<file path="src/rtl/mc_pkg.sv">
// Shared definitions between the DRAM arbiter and the memory controller:
// mode codes the controller decodes and the arbiter FSM state encoding.
package mc_pkg;

    localparam logic [3:0] MODE_BCAST   = 4'd0;
    localparam logic [3:0] MODE_RD_BASE = 4'd0;
    localparam logic [3:0] MODE_WR_BASE = 4'd4;
    localparam logic [3:0] MODE_IDLE    = 4'd15;

    typedef enum logic [1:0] {
        ST_IDLE    = 2'd0,
        ST_ACCESS  = 2'd1,
        ST_RELEASE = 2'd2
    } arb_state_e;

    function automatic logic [1:0] oh_to_idx(input logic [3:0] oh);
        logic [1:0] idx;
        idx = 2'd0;
        for (int i = 0; i < 4; i++) begin
            if (oh[i]) idx = 2'(i);
        end
        return idx;
    endfunction

endpackage

</file>
<file path="src/rtl/rr_pick4.sv">
// Combinational 4-way round-robin picker: first set request at or after ptr,
// wrapping around, returned one-hot with a valid flag.
module rr_pick4 (
    input  logic [3:0] req,
    input  logic [1:0] ptr,
    output logic [3:0] gnt,
    output logic       vld
);

    logic [1:0] idx;

    always_comb begin
        gnt = '0;
        vld = 1'b0;
        idx = ptr;
        for (int j = 0; j < 4; j++) begin
            idx = ptr + 2'(j);
            if (!vld && req[idx]) begin
                gnt[idx] = 1'b1;
                vld      = 1'b1;
            end
        end
    end

endmodule

</file>
<file path="src/rtl/dram_arbiter.sv">
// Round-robin arbiter in front of the DRAM controller: grants one core (or a
// core-1 broadcast) and holds the controller mode for ACCESS_CYCLES cycles.
module dram_arbiter
    import mc_pkg::*;
#(
    parameter int ACCESS_CYCLES = 3
) (
    input  logic       clock,
    input  logic       rst_n,
    input  logic [3:0] rd_req,
    input  logic [3:0] wr_req,
    input  logic       bcast_req,
    input  logic [2:0] end_process,
    output logic [3:0] mode,
    output logic [3:0] grant,
    output logic [3:0] done,
    output logic       busy
);

    localparam logic [3:0] CNT_LOAD = 4'(ACCESS_CYCLES - 1);

    arb_state_e state, state_d;
    logic [3:0] cnt, cnt_d;
    logic [1:0] rr_ptr, rr_ptr_d;
    logic [3:0] win_mode, win_mode_d;
    logic [3:0] win_grant, win_grant_d;
    logic [3:0] win_done, win_done_d;

    logic [3:0] mode_d, grant_d, done_d;
    logic       busy_d;

    logic [3:0] eligible, core_req, pick_oh;
    logic       pick_vld;
    logic [1:0] pick_idx;

    // Core 1 can never be retired; cores 2..4 drop out once finished.
    assign eligible = {~end_process, 1'b1};
    assign core_req = (rd_req | wr_req) & eligible;

    rr_pick4 u_pick (
        .req (core_req),
        .ptr (rr_ptr),
        .gnt (pick_oh),
        .vld (pick_vld)
    );

    assign pick_idx = oh_to_idx(pick_oh);

    always_ff @(posedge clock or negedge rst_n) begin
        if (!rst_n) begin
            state     <= ST_IDLE;
            cnt       <= '0;
            rr_ptr    <= '0;
            win_mode  <= MODE_IDLE;
            win_grant <= '0;
            win_done  <= '0;
            mode      <= MODE_IDLE;
            grant     <= '0;
            done      <= '0;
            busy      <= 1'b0;
        end else begin
            state     <= state_d;
            cnt       <= cnt_d;
            rr_ptr    <= rr_ptr_d;
            win_mode  <= win_mode_d;
            win_grant <= win_grant_d;
            win_done  <= win_done_d;
            mode      <= mode_d;
            grant     <= grant_d;
            done      <= done_d;
            busy      <= busy_d;
        end
    end

    always_comb begin
        state_d     = state;
        cnt_d       = cnt;
        rr_ptr_d    = rr_ptr;
        win_mode_d  = win_mode;
        win_grant_d = win_grant;
        win_done_d  = win_done;
        case (state)
            ST_IDLE: begin
                if (bcast_req) begin
                    state_d     = ST_ACCESS;
                    cnt_d       = CNT_LOAD;
                    win_mode_d  = MODE_BCAST;
                    win_grant_d = 4'b1111;
                    win_done_d  = 4'b0001;
                end else if (pick_vld) begin
                    state_d     = ST_ACCESS;
                    cnt_d       = CNT_LOAD;
                    // A core asking for both gets its write first.
                    win_mode_d  = (|(wr_req & pick_oh) ? MODE_WR_BASE : MODE_RD_BASE)
                                  + {2'b00, pick_idx} + 4'd1;
                    win_grant_d = pick_oh;
                    win_done_d  = pick_oh;
                    rr_ptr_d    = pick_idx + 2'd1;
                end
            end
            ST_ACCESS: begin
                if (cnt == 4'd0) state_d = ST_RELEASE;
                else             cnt_d   = cnt - 4'd1;
            end
            ST_RELEASE: state_d = ST_IDLE;
            default:    state_d = ST_IDLE;
        endcase
    end

    // Outputs are decoded from the next state so they register alongside it.
    always_comb begin
        mode_d  = MODE_IDLE;
        grant_d = '0;
        done_d  = '0;
        busy_d  = 1'b0;
        case (state_d)
            ST_ACCESS: begin
                mode_d  = win_mode_d;
                grant_d = win_grant_d;
                busy_d  = 1'b1;
            end
            ST_RELEASE: begin
                done_d = win_done_d;
                busy_d = 1'b1;
            end
            default: ;
        endcase
    end

endmodule

</file>
<file path="config.mk">
export PLATFORM = sky130hd
export DESIGN_NAME = dram_arbiter
export DESIGN_NICKNAME = d
export VERILOG_FILES = /design/src/rtl/mc_pkg.sv /design/src/rtl/rr_pick4.sv /design/src/rtl/dram_arbiter.sv
export SDC_FILE = /design/constraint.sdc
export NUM_CORES = 1
export LEC_CHECK = 0
export BUFFER_PORTS_ARGS = -buffer_cell sky130_fd_sc_hd__buf_2
export CORE_MARGIN = 2
export CORE_UTILIZATION = 38
export DETAILED_ROUTE_END_ITERATION = 8
export PLACE_DENSITY_LB_ADDON = 0.2
export SYNTH_ARGS = -nofsm -noshare
export SYNTH_HDL_FRONTEND = slang
export SYNTH_SLANG_ARGS = --single-unit
</file>
<file path="constraint.sdc">
create_clock -name clock -period 4.2 [get_ports clock]
set_input_delay 0 -clock clock [delete_from_list [all_inputs] [get_ports clock]]
set_output_delay 0 -clock clock [all_outputs]
set_load 0.03 [all_outputs]
</file>
==> flow_metrics.py, run 1 <==
metrics = {
    "clocking": {
        "cts_inserted_buffers": 5,
        "cts-root-buf": "clkbuf_8",
        "h-tree-depth": 2,
        "clockBufferDepth": 2,
        "clock_sinks": 33,
        "clk_pin_slew_ns": 0.06,
        "clkLatencyLatePin_ns": 0.28,
        "cts_tree": "done",
    },
    "sta": {
        "setup_ws_ns": 0.9898,
        "max_slew_margin_pct": 52.89,
        "report.final.slew_viol_count": 0,
        "finalSetupTns_ns": 0,
        "fin_hold_ws_ns": 0.1725,
        "hold_viol": 0,
        "finalCritPeriodShare_pct": 76.43,
        "tightestPinTransition_ns": 0.7024,
        "finalCriticalPeriod_ns": 3.210,
        "setup_viol": 0,
        "rsz0062_at_grt": "false",
        "fmax_mhz": 311.5,
        "skew_ns": 0.004087,
    },
    "power": {
        "p_per_area_nw_per_um2": 807.0,
        "p_total_uw": 1772,
        "switchingPower_uw": 791.7,
        "peakVddDrop_mv": 0.3763,
        "p_seq_share_pct": 30.5,
        "power_frac_clock_pct": 12.6,
        "internal-power_uw": 980.3,
        "swShare_pct": 44.68,
        "pwr-share-comb_pct": 56.9,
        "leakagePower_uw": 0.001025,
    },
    "floorplan": {
        "dieArea_um2": 5562,
        "start_util_pct": 39.82,
        "core_um2": 4755,
        "die_h_um": 74.58,
        "io_pins": 27,
        "die_width_um": 74.58,
        "rows": 25,
    },
    "synthesis": {
        "synth_cell_types": 52,
        "synth-seq-area-share_pct": 44.15,
        "async_flop_share_pct": 100.0,
        "syn_nets": 201,
        "avgSynthCellArea_um2": 10.88,
        "ys_warn_count": 0,
        "synth-edff-count": 0,
        "yosys-top-cells-area": "dfrtp_1 (33%), dfstp_2 (11%), ha_1 (8.6%)",
        "synth_cells": 174,
        "yosys.area.top_type": "dfrtp_1",
        "synth-seq-cells": 33,
        "synthFlopType": "dfrtp_1",
        "synth.top_cell.area_share_pct": 33.05,
        "syn_area_um2": 1893,
    },
    "worst_setup_path": {
        "max_stage_delay_ns": 0.52,
        "setup.worst_path.start_class": "flop",
        "critPathArrivalTime_ns": 3.42,
        "worstPathRequired_ns": 4.41,
        "cp_cell_sequence": "inv_2 -> ha_1 -> or3_1 -> mux2i_1 -> a311oi_1 -> nor2_2 -> a21oi_2 -> a21boi_2 -> inv_1 -> ha_1 -> nand2_1 -> nand2_1 -> or2_1",
        "path_max_fanout": 9,
        "rr_startpoint": "rr_ptr[0]$_DFFE_PN0P_",
        "startpoint": "rr_ptr[0]$_DFFE_PN0P_",
        "slowest_stage": "dfrtp_1",
        "worstSetupPathType": "reg -> reg",
        "cp-end-kind": "flop",
    },
    "final_layout": {
        "layout_commonest_cell": "buf_2",
        "antennaDiodeCount": 0,
        "final_area_um2": 2196,
        "layout-drive-gt1-share_pct": 29.81,
        "area_delta_synth_final_pct": 15.99,
        "fin_nets": 234,
        "mostFrequentLayoutCells": "buf_2 (26), dfrtp_1 (25), nand2_1 (19), ha_1 (13), nor2_1 (12)",
    },
    "outcome": {
        "status": "complete, no violations",
    },
    "placement": {
        "dp_hpwl_mm": 2.877,
        "placed_cell_area_um2": 2103,
        "dp_worst_setup_slack_ns": 1.032,
        "gp_congestion": 0.9514,
        "port_buffers": 26,
    },
    "drt": {
        "antenna_left": 0,
        "drtIter0Drc": 53,
        "post_drt_wl_per_cell_um": 13.63,
        "vias_per_cell": 5.185,
        "drc": 0,
        "drt-pass1-iter-count": 4,
        "vias": 1426,
        "drt-total-wl_mm": 3.749,
    },
    "global_route": {
        "grt-ovfl-total": 0,
        "grt_max_degree": 34,
        "grt_pass1_wl_mm": 6.403,
        "first_global_vias": 1376,
        "grtUsageTotal_pct": 15.41,
        "grt_antenna_before_repair": 0,
    },
    "run": {
        "maxCapViolCount": 0,
    },
    "min_path": {
        "min_path_type": "in -> reg",
        "worstHoldStart": "bcast_req",
    },
}
metrics by stage:
step | std cells | utilization (%)
after floorplan | 174 | -
after global placement | 266 | 44.24
after detailed placement | 266 | 44.24
after CTS | 275 | 46.18
after global routing | 275 | 46.18
final | 275 | 46.18
power by group through the flow:
stage	Combinational, µW	Clock, µW	Sequential, µW
after CTS	1010	234	542
after global placement	1010	0	545
after global routing	1130	247	557
final	1010	224	540
after detailed placement	1000	0	546
after floorplan	689	0	629
repair_timing:
item | CTS | global route
endpoints found under the hold margin | 25 | 0
hold buffers | 1 | 0
setup buffers | 0 | 0
resized for setup | 0 | 0
cell usage after synthesis (all sizes together) (2+ instances only):
library cell,count
mux2i,2
nand2,19
a211oi,3
a22oi,2
inv,10
a31oi,3
nor4,2
a21oi,6
and2,7
nor2,13
o31ai,2
or2,3
o31a,4
nand2b,3
a21boi,3
mux4,4
a22o,3
a21o,3
o21ai,6
dfstp,8
dfrtp,25
o21ba,3
o21bai,3
nand3,8
ha,13
a221oi,2
final cells by class:
class	instances	area, µm²
fillers	476	2559
multi-input cells	130	1016
well taps	67	83.83
clock inverters	2	10.01
clock buffers	6	72.57
repair buffers	27	140.1
inverters	10	37.54
flip-flops and latches	33	835.8
cells by family (layout without fill, tap and decap cells):
kind of cell | after synthesis | in the layout | share of synthesized area [%]
AO/OA/AOI/OAI | 48 | 48 | 22.08
AND/OR/NAND/NOR | 60 | 60 | 15.47
multiplexers | 7 | 7 | 6.609
flip-flops | 33 | 33 | 44.15
adder cells (fa/ha/maj) | 13 | 13 | 8.592
XOR/XNOR | 2 | 2 | 0.9255
buffers and inverters | 11 | 45 | 2.181
path summary, 6_finish.rpt:
| path | end | slack (ns) | depth (start not counted) |
|---|---|---|---|
| max in group asynchronous | win_grant[0]$_DFF_PN0_ | 3.45 | 2 |
| setup / recovery | mode[1]$_DFF_PN1_ | 0.99 | 13 |
| hold reg to reg | win_grant[2]$_DFF_PN0_ | 0.47 | 2 |
| hold / removal | cnt[3]$_DFFE_PN0P_ | 0.17 | 3 |
| setup reg to reg | mode[1]$_DFF_PN1_ | 0.99 | 13 |
| min in group asynchronous | win_done[2]$_DFF_PN0_ | 0.31 | 2 |
registers in the layout (all words and copies together) (netlist names):
register	count
busy	1
cnt	4
done	4
grant	4
mode	4
rr_ptr	2
state	2
win_done	4
win_grant	4
win_mode	4
per-layer routing:
layer / GRT usage (%) / vias to the layer above / part of all wire (%)
met5: 0 / - / 0
met4: 6.151 / 0 / 2.5
met3: 5.285 / 9 / 3.7
met2: 23.11 / 32 / 45
met1: 20.55 / 688 / 49
li1: - / 697 / -
worst max-delay path, delay by kind of cell (launching register included):
| kind | cells | cell delay, ns |
|---|---|---|
| compound gates | 3 | 0.49 |
| buf+inv | 2 | 0.24 |
| flops | 1 | 0.52 |
| simple gates | 5 | 1.06 |
| fa+ha+maj | 2 | 0.68 |
| mux | 1 | 0.14 |
Power figures use the tool's default switching activity.
==> inputs of run 2 (changes only) <==
==> constraint.sdc (replaced) <==
create_clock -name clock -period 2.75 [get_ports clock]
set_input_delay 0 -clock clock [delete_from_list [all_inputs] [get_ports clock]]
set_output_delay 0 -clock clock [all_outputs]
set_load 0.03 [all_outputs]
==> run 2 against run 1 <==
Compared with the run above: worst hold slack better by 0.026 ns; design area is 6.1% higher; cell count up 4.7%.
==> flow_metrics.py, run 2 (same netlist as run 1, synthesis figures left out) <==
metrics = {
    "drt": {
        "vias_per_cell": 5.118,
        "post_drt_wl_per_cell_um": 14.03,
        "antenna_left": 0,
        "drt-total-wl_mm": 4.041,
        "drtIter0Drc": 63,
        "drt-pass1-iter-count": 4,
        "drc": 0,
        "vias": 1474,
    },
    "worst_setup_path": {
        "path_max_fanout": 6,
        "setup.worst_path.start_class": "flop",
        "worstPathRequired_ns": 2.96,
        "critPathArrivalTime_ns": 2.90,
        "worstSetupPathType": "reg -> reg",
        "cp-end-kind": "flop",
    },
    "clocking": {
        "clock_sinks": 33,
        "h-tree-depth": 2,
        "clk_pin_slew_ns": 0.06,
        "clockBufferDepth": 2,
        "clkLatencyLatePin_ns": 0.28,
        "cts-root-buf": "clkbuf_8",
        "cts_inserted_buffers": 5,
        "cts_tree": "done",
    },
    "power": {
        "p_per_area_nw_per_um2": 1286,
        "peakVddDrop_mv": 0.7899,
        "leakagePower_uw": 0.001083,
    },
    "floorplan": {
        "core_um2": 4755,
        "die_width_um": 74.58,
        "start_util_pct": 39.82,
        "die_h_um": 74.58,
        "io_pins": 27,
        "dieArea_um2": 5562,
        "rows": 25,
    },
    "final_layout": {
        "layout_commonest_cell": "buf_2",
        "area_delta_synth_final_pct": 23.07,
        "fin_cells": 288,
        "fin_nets": 247,
        "regArea_um2": 837.1,
        "mostFrequentLayoutCells": "buf_2 (26), dfrtp_1 (24), nand2_1 (18), buf_4 (13)",
        "antennaDiodeCount": 0,
        "multi_input_area_um2": 1047,
        "final_core_util_pct": 49.00,
        "layout-drive-gt1-share_pct": 38.91,
        "n_fill_cell": 464,
        "final_area_um2": 2330,
    },
    "sta": {
        "finalSetupTns_ns": 0,
        "setup_ws_ns": 0.06673,
        "rsz0062_at_grt": "true",
        "report.final.slew_viol_count": 0,
        "skew_ns": 0.01118,
        "fmax_mhz": 372.7,
        "finalCriticalPeriod_ns": 2.683,
        "tightestPinTransition_ns": 0.7026,
        "hold_viol": 0,
        "max_slew_margin_pct": 53.16,
        "finalCritPeriodShare_pct": 97.57,
        "setup_viol": 0,
    },
    "placement": {
        "gp_congestion": 0.8738,
        "dp_worst_setup_slack_ns": 0.007328,
        "port_buffers": 26,
        "placed_cell_area_um2": 2165,
        "place_inst": 274,
        "dp_hpwl_mm": 3.062,
    },
    "run": {
        "maxCapViolCount": 0,
    },
    "global_route": {
        "grt_antenna_before_repair": 0,
        "first_global_vias": 1451,
        "grt_pass1_wl_mm": 6.624,
        "grtUsageTotal_pct": 15.73,
        "grt_max_degree": 34,
        "grt-ovfl-total": 0,
    },
    "outcome": {
        "status": "complete, no violations",
    },
    "min_path": {
        "min_path_type": "in -> reg",
    },
}
run 2: area by class of cell:
cell class	count	area share, %
repair buffers	40	10.20
multi-input cells	130	44.95
inverters	10	1.611
well taps	67	3.598
clock buffers	5	2.954
flip-flops and latches	33	35.93
clock inverters	3	0.7519
run 2: stage by stage:
step	total power (µW)	hold slack, ns
global route	3248	0.2282
global placement	2509	0.09179
CTS	2871	0.1948
floorplan	2015	-0.2956
detailed placement	2509	0.09450
finish	2997	0.1986
run 2: metal layers:
metal / vias up / routed length (µm) / part of all wire, % / global-route usage [%]
met4: 0 / 16 / 0.40 / 3.770
met1: 717 / 1991 / 49 / 22.38
met3: 2 / 134 / 3.3 / 4.472
met5: - / 0 / 0 / 0
met2: 31 / 1900 / 47 / 23.89
li1: 724 / - / - / -
run 2: final timing paths:
path	start	endpoint	slack, ns	cells after the start
max	rr_ptr[0]$_DFFE_PN0P_	mode[2]$_DFF_PN1_	0.07	14
min	wr_req[3]	win_mode[2]$_DFF_PN1_	0.20	4
max reg2reg	rr_ptr[0]$_DFFE_PN0P_	mode[2]$_DFF_PN1_	0.07	14
min reg2reg	win_grant[0]$_DFF_PN0_	win_grant[0]$_DFF_PN0_	0.47	1
max in group asynchronous	rst_n	rr_ptr[0]$_DFFE_PN0P_	1.94	2
min in group asynchronous	rst_n	win_grant[1]$_DFF_PN0_	0.31	2
run 2: where the power goes:
group          switching [µW]  total, µW  internal (µW)
logic                    1050       1850            794
clock network             171        346            174
registers                75.3        803            728
run 2: timing repair:
item	4_1_cts	5_1_grt
hold buffers	1	0
endpoints found under the setup margin	1	4
endpoints found under the hold margin	25	0
resized for setup	0	10
pin swaps	1	5
setup buffers	1	4
run 2: critical path: stages, from the launching register on:
cell and delay (ns):
dfrtp_2 0.40, inv_2 0.09, ha_4 0.22, or3_1 0.36, mux2i_1 0.16, a311oi_2 0.13
nor2_2 0.26, a21oi_2 0.10, a21boi_2 0.18, inv_1 0.07, ha_2 0.19, nand2_1 0.07
a211oi_2 0.17, mux2i_1 0.12, nand3_1 0.10
==> inputs of run 3 (changes only) <==
--- a/config.mk
+++ b/config.mk
@@ -6,7 +6,6 @@
 export NUM_CORES = 1
 export LEC_CHECK = 0
 export BUFFER_PORTS_ARGS = -buffer_cell sky130_fd_sc_hd__buf_2
-export CORE_MARGIN = 2
 export CORE_UTILIZATION = 38
 export DETAILED_ROUTE_END_ITERATION = 8
 export PLACE_DENSITY_LB_ADDON = 0.2
==> run 3 against run 2 <==
Compared with the run above: critical path depth shrank 1; clock skew shrank 0.0089 ns; power grew 4.4%; worst hold slack lost 0.0067 ns; sequential cell count is the same; worst setup slack gained 0.036 ns; core utilization grew 1.1 points; cell count grew 1.4%; global-route usage grew 1.6 points; maximum frequency grew 1.4%; routed wire length shrank 0.79%; clock-buffer cell count grew 3; critical path type unchanged; critical endpoint unchanged; largest cell class unchanged.
==> flow_metrics.py, run 3 (same netlist as run 1, synthesis figures left out) <==
metrics = {
    "worst_setup_path": {
        "setup.worst_path.start_class": "flop",
        "crit_top_cell": "buf_4",
        "max_stage_delay_ns": 0.58,
        "slowest_stage": "mux4_2",
        "worstPathRequired_ns": 2.97,
        "cp_top_family": "buffers and inverters",
        "cp_cell_sequence": "inv_2 -> buf_8 -> mux4_2 -> buf_4 -> nor2_2 -> a21oi_2 -> a21oi_2 -> buf_4 -> nand2_1 -> ha_2 -> buf_4 -> o31a_1 -> nand3_1",
        "reg2reg_slack_ns": 0.10,
        "critPathArrivalTime_ns": 2.87,
        "path_buf_inv": 5,
        "worstSetupPathType": "reg -> reg",
        "cp-end-kind": "flop",
        "path_max_fanout": 6,
    },
    "final_layout": {
        "fin_nets": 251,
        "mostFrequentLayoutCells": "buf_2 (26), dfrtp_1 (24), nand2_1 (18), buf_4 (15), ha_1 (11)",
        "layout_commonest_cell": "buf_2",
        "area_delta_synth_final_pct": 25.91,
        "layout-drive-gt1-share_pct": 40.00,
        "antennaDiodeCount": 0,
        "final_core_util_pct": 50.13,
    },
    "drt": {
        "wl_met2_mm": 1.909,
        "vias": 1475,
        "drt-pass1-iter-count": 4,
        "vias_per_cell": 5.051,
        "post_drt_wl_per_cell_um": 13.73,
        "drt-total-wl_mm": 4.009,
        "antenna_left": 0,
        "drc": 0,
        "top_layer_used": "met4",
        "drtIter0Drc": 86,
        "wl_met1_mm": 1.935,
        "wl_met3_um": 149,
    },
    "power": {
        "internal-power_uw": 1811,
        "switchingPower_uw": 1319,
        "pwr-share-comb_pct": 62.7,
        "peakVddDrop_mv": 0.5421,
        "p_seq_share_pct": 25.7,
        "power_frac_clock_pct": 11.6,
        "leakagePower_uw": 0.001108,
        "p_total_uw": 3130,
        "p_per_area_nw_per_um2": 1313,
        "swShare_pct": 42.13,
    },
    "clocking": {
        "clock_sinks": 33,
        "clkLatencyLatePin_ns": 0.28,
        "cts_tree": "done",
        "cts_inserted_buffers": 5,
        "clockBufferDepth": 2,
        "cts-root-buf": "clkbuf_8",
        "h-tree-depth": 2,
        "clk_pin_slew_ns": 0.06,
    },
    "global_route": {
        "grt_antenna_before_repair": 0,
        "grt_pass1_wl_mm": 6.775,
        "grtUsageTotal_pct": 17.30,
        "grt-ovfl-total": 0,
        "first_global_vias": 1452,
        "grt_max_degree": 34,
    },
    "floorplan": {
        "die_h_um": 72.58,
        "die_width_um": 72.58,
        "core_um2": 4755,
        "io_pins": 27,
        "rows": 25,
        "dieArea_um2": 5268,
        "start_util_pct": 39.82,
    },
    "sta": {
        "finalCriticalPeriod_ns": 2.647,
        "skew_ns": 0.002320,
        "finalCritPeriodShare_pct": 96.26,
        "max_slew_margin_pct": 52.85,
        "report.final.slew_viol_count": 0,
        "tightestPinTransition_ns": 0.7031,
        "hold_viol": 0,
        "setup_ws_ns": 0.1029,
        "finalSetupTns_ns": 0,
        "setup_viol": 0,
        "fmax_mhz": 377.8,
    },
    "placement": {
        "gp_congestion": 0.8440,
        "dp_worst_setup_slack_ns": -0.03934,
        "dp_hpwl_mm": 3.032,
        "port_buffers": 26,
    },
    "min_path": {
        "min_path_type": "in -> reg",
    },
    "run": {
        "maxCapViolCount": 0,
    },
    "outcome": {
        "status": "complete, no violations",
    },
}
run 3: changes by cell type in the layout (fill, tap and decap cells not counted), sizes merged:
cell	previous run	this run
buf	39	43
clkbuf	5	8
clkinv	2	0
clkinvlp	1	0
run 3: what timing repair did:
item	in CTS	in global routing
pin swaps	2	11
hold buffers	1	0
endpoints found under the hold margin	25	0
endpoints found under the setup margin	3	4
setup buffers	2	7
resized for setup	2	12
run 3: worst reg2reg max path, stage by stage, from the launching register on:
cell     delay (ns)
dfrtp_2        0.41
inv_2          0.09
buf_8          0.13
mux4_2         0.58
buf_4          0.18
nor2_2         0.11
a21oi_2        0.06
a21oi_2        0.15
buf_4          0.13
nand2_1        0.05
ha_2           0.19
buf_4          0.13
o31a_1         0.30
nand3_1        0.08
run 3: power groups by stage:
stage / registers [µW] / logic [µW] / clock network (µW)
after floorplan: 963 / 1050 / 0
after global placement: 809 / 1700 / 0
after detailed placement: 810 / 1700 / 0
after CTS: 804 / 1760 / 378
after global routing: 826 / 2170 / 402
final: 805 / 1960 / 363
run 3: worst paths after layout:
path                                     endpoint             startpoint  cells after the start
max reg2reg                     mode[2]$_DFF_PN1_  rr_ptr[0]$_DFFE_PN0P_                     13
max in group asynchronous   rr_ptr[0]$_DFFE_PN0P_                  rst_n                      2
min reg2reg                 win_mode[1]$_DFF_PN1_  win_mode[1]$_DFF_PN1_                      2
min in group asynchronous  win_grant[1]$_DFF_PN0_                  rst_n                      2
min                         win_mode[2]$_DFF_PN1_              wr_req[3]                      4
max                             mode[2]$_DFF_PN1_  rr_ptr[0]$_DFFE_PN0P_                     13
run 3: metrics by stage:
| stage | hold slack (ns) | cells | area, µm² |
|---|---|---|---|
| finish | 0.1919 | 292 | 2384 |
| detailed placement | 0.09361 | 274 | 2165 |
| CTS | 0.1832 | 285 | 2297 |
| global route | 0.2098 | 292 | 2384 |
| floorplan | -0.2956 | 174 | 1894 |
| global placement | 0.09825 | 274 | 2165 |
run 3: per-layer routing:
metal | GRT usage [%] | up-vias
li1 | - | 723
met1 | 23.48 | 722
met2 | 26.90 | 28
met3 | 4.972 | 2
met4 | 5.229 | 0
met5 | 0 | -
run 3: area by class of cell:
| cell class | count | area (µm²) |
|---|---|---|
| sequential | 33 | 837.1 |
| timing repair buffer | 44 | 279.0 |
| fill | 454 | 2371 |
| inverter | 10 | 37.54 |
| clock buffer | 8 | 90.09 |
| tap | 67 | 83.83 |
| multi-input combinational | 130 | 1056 |
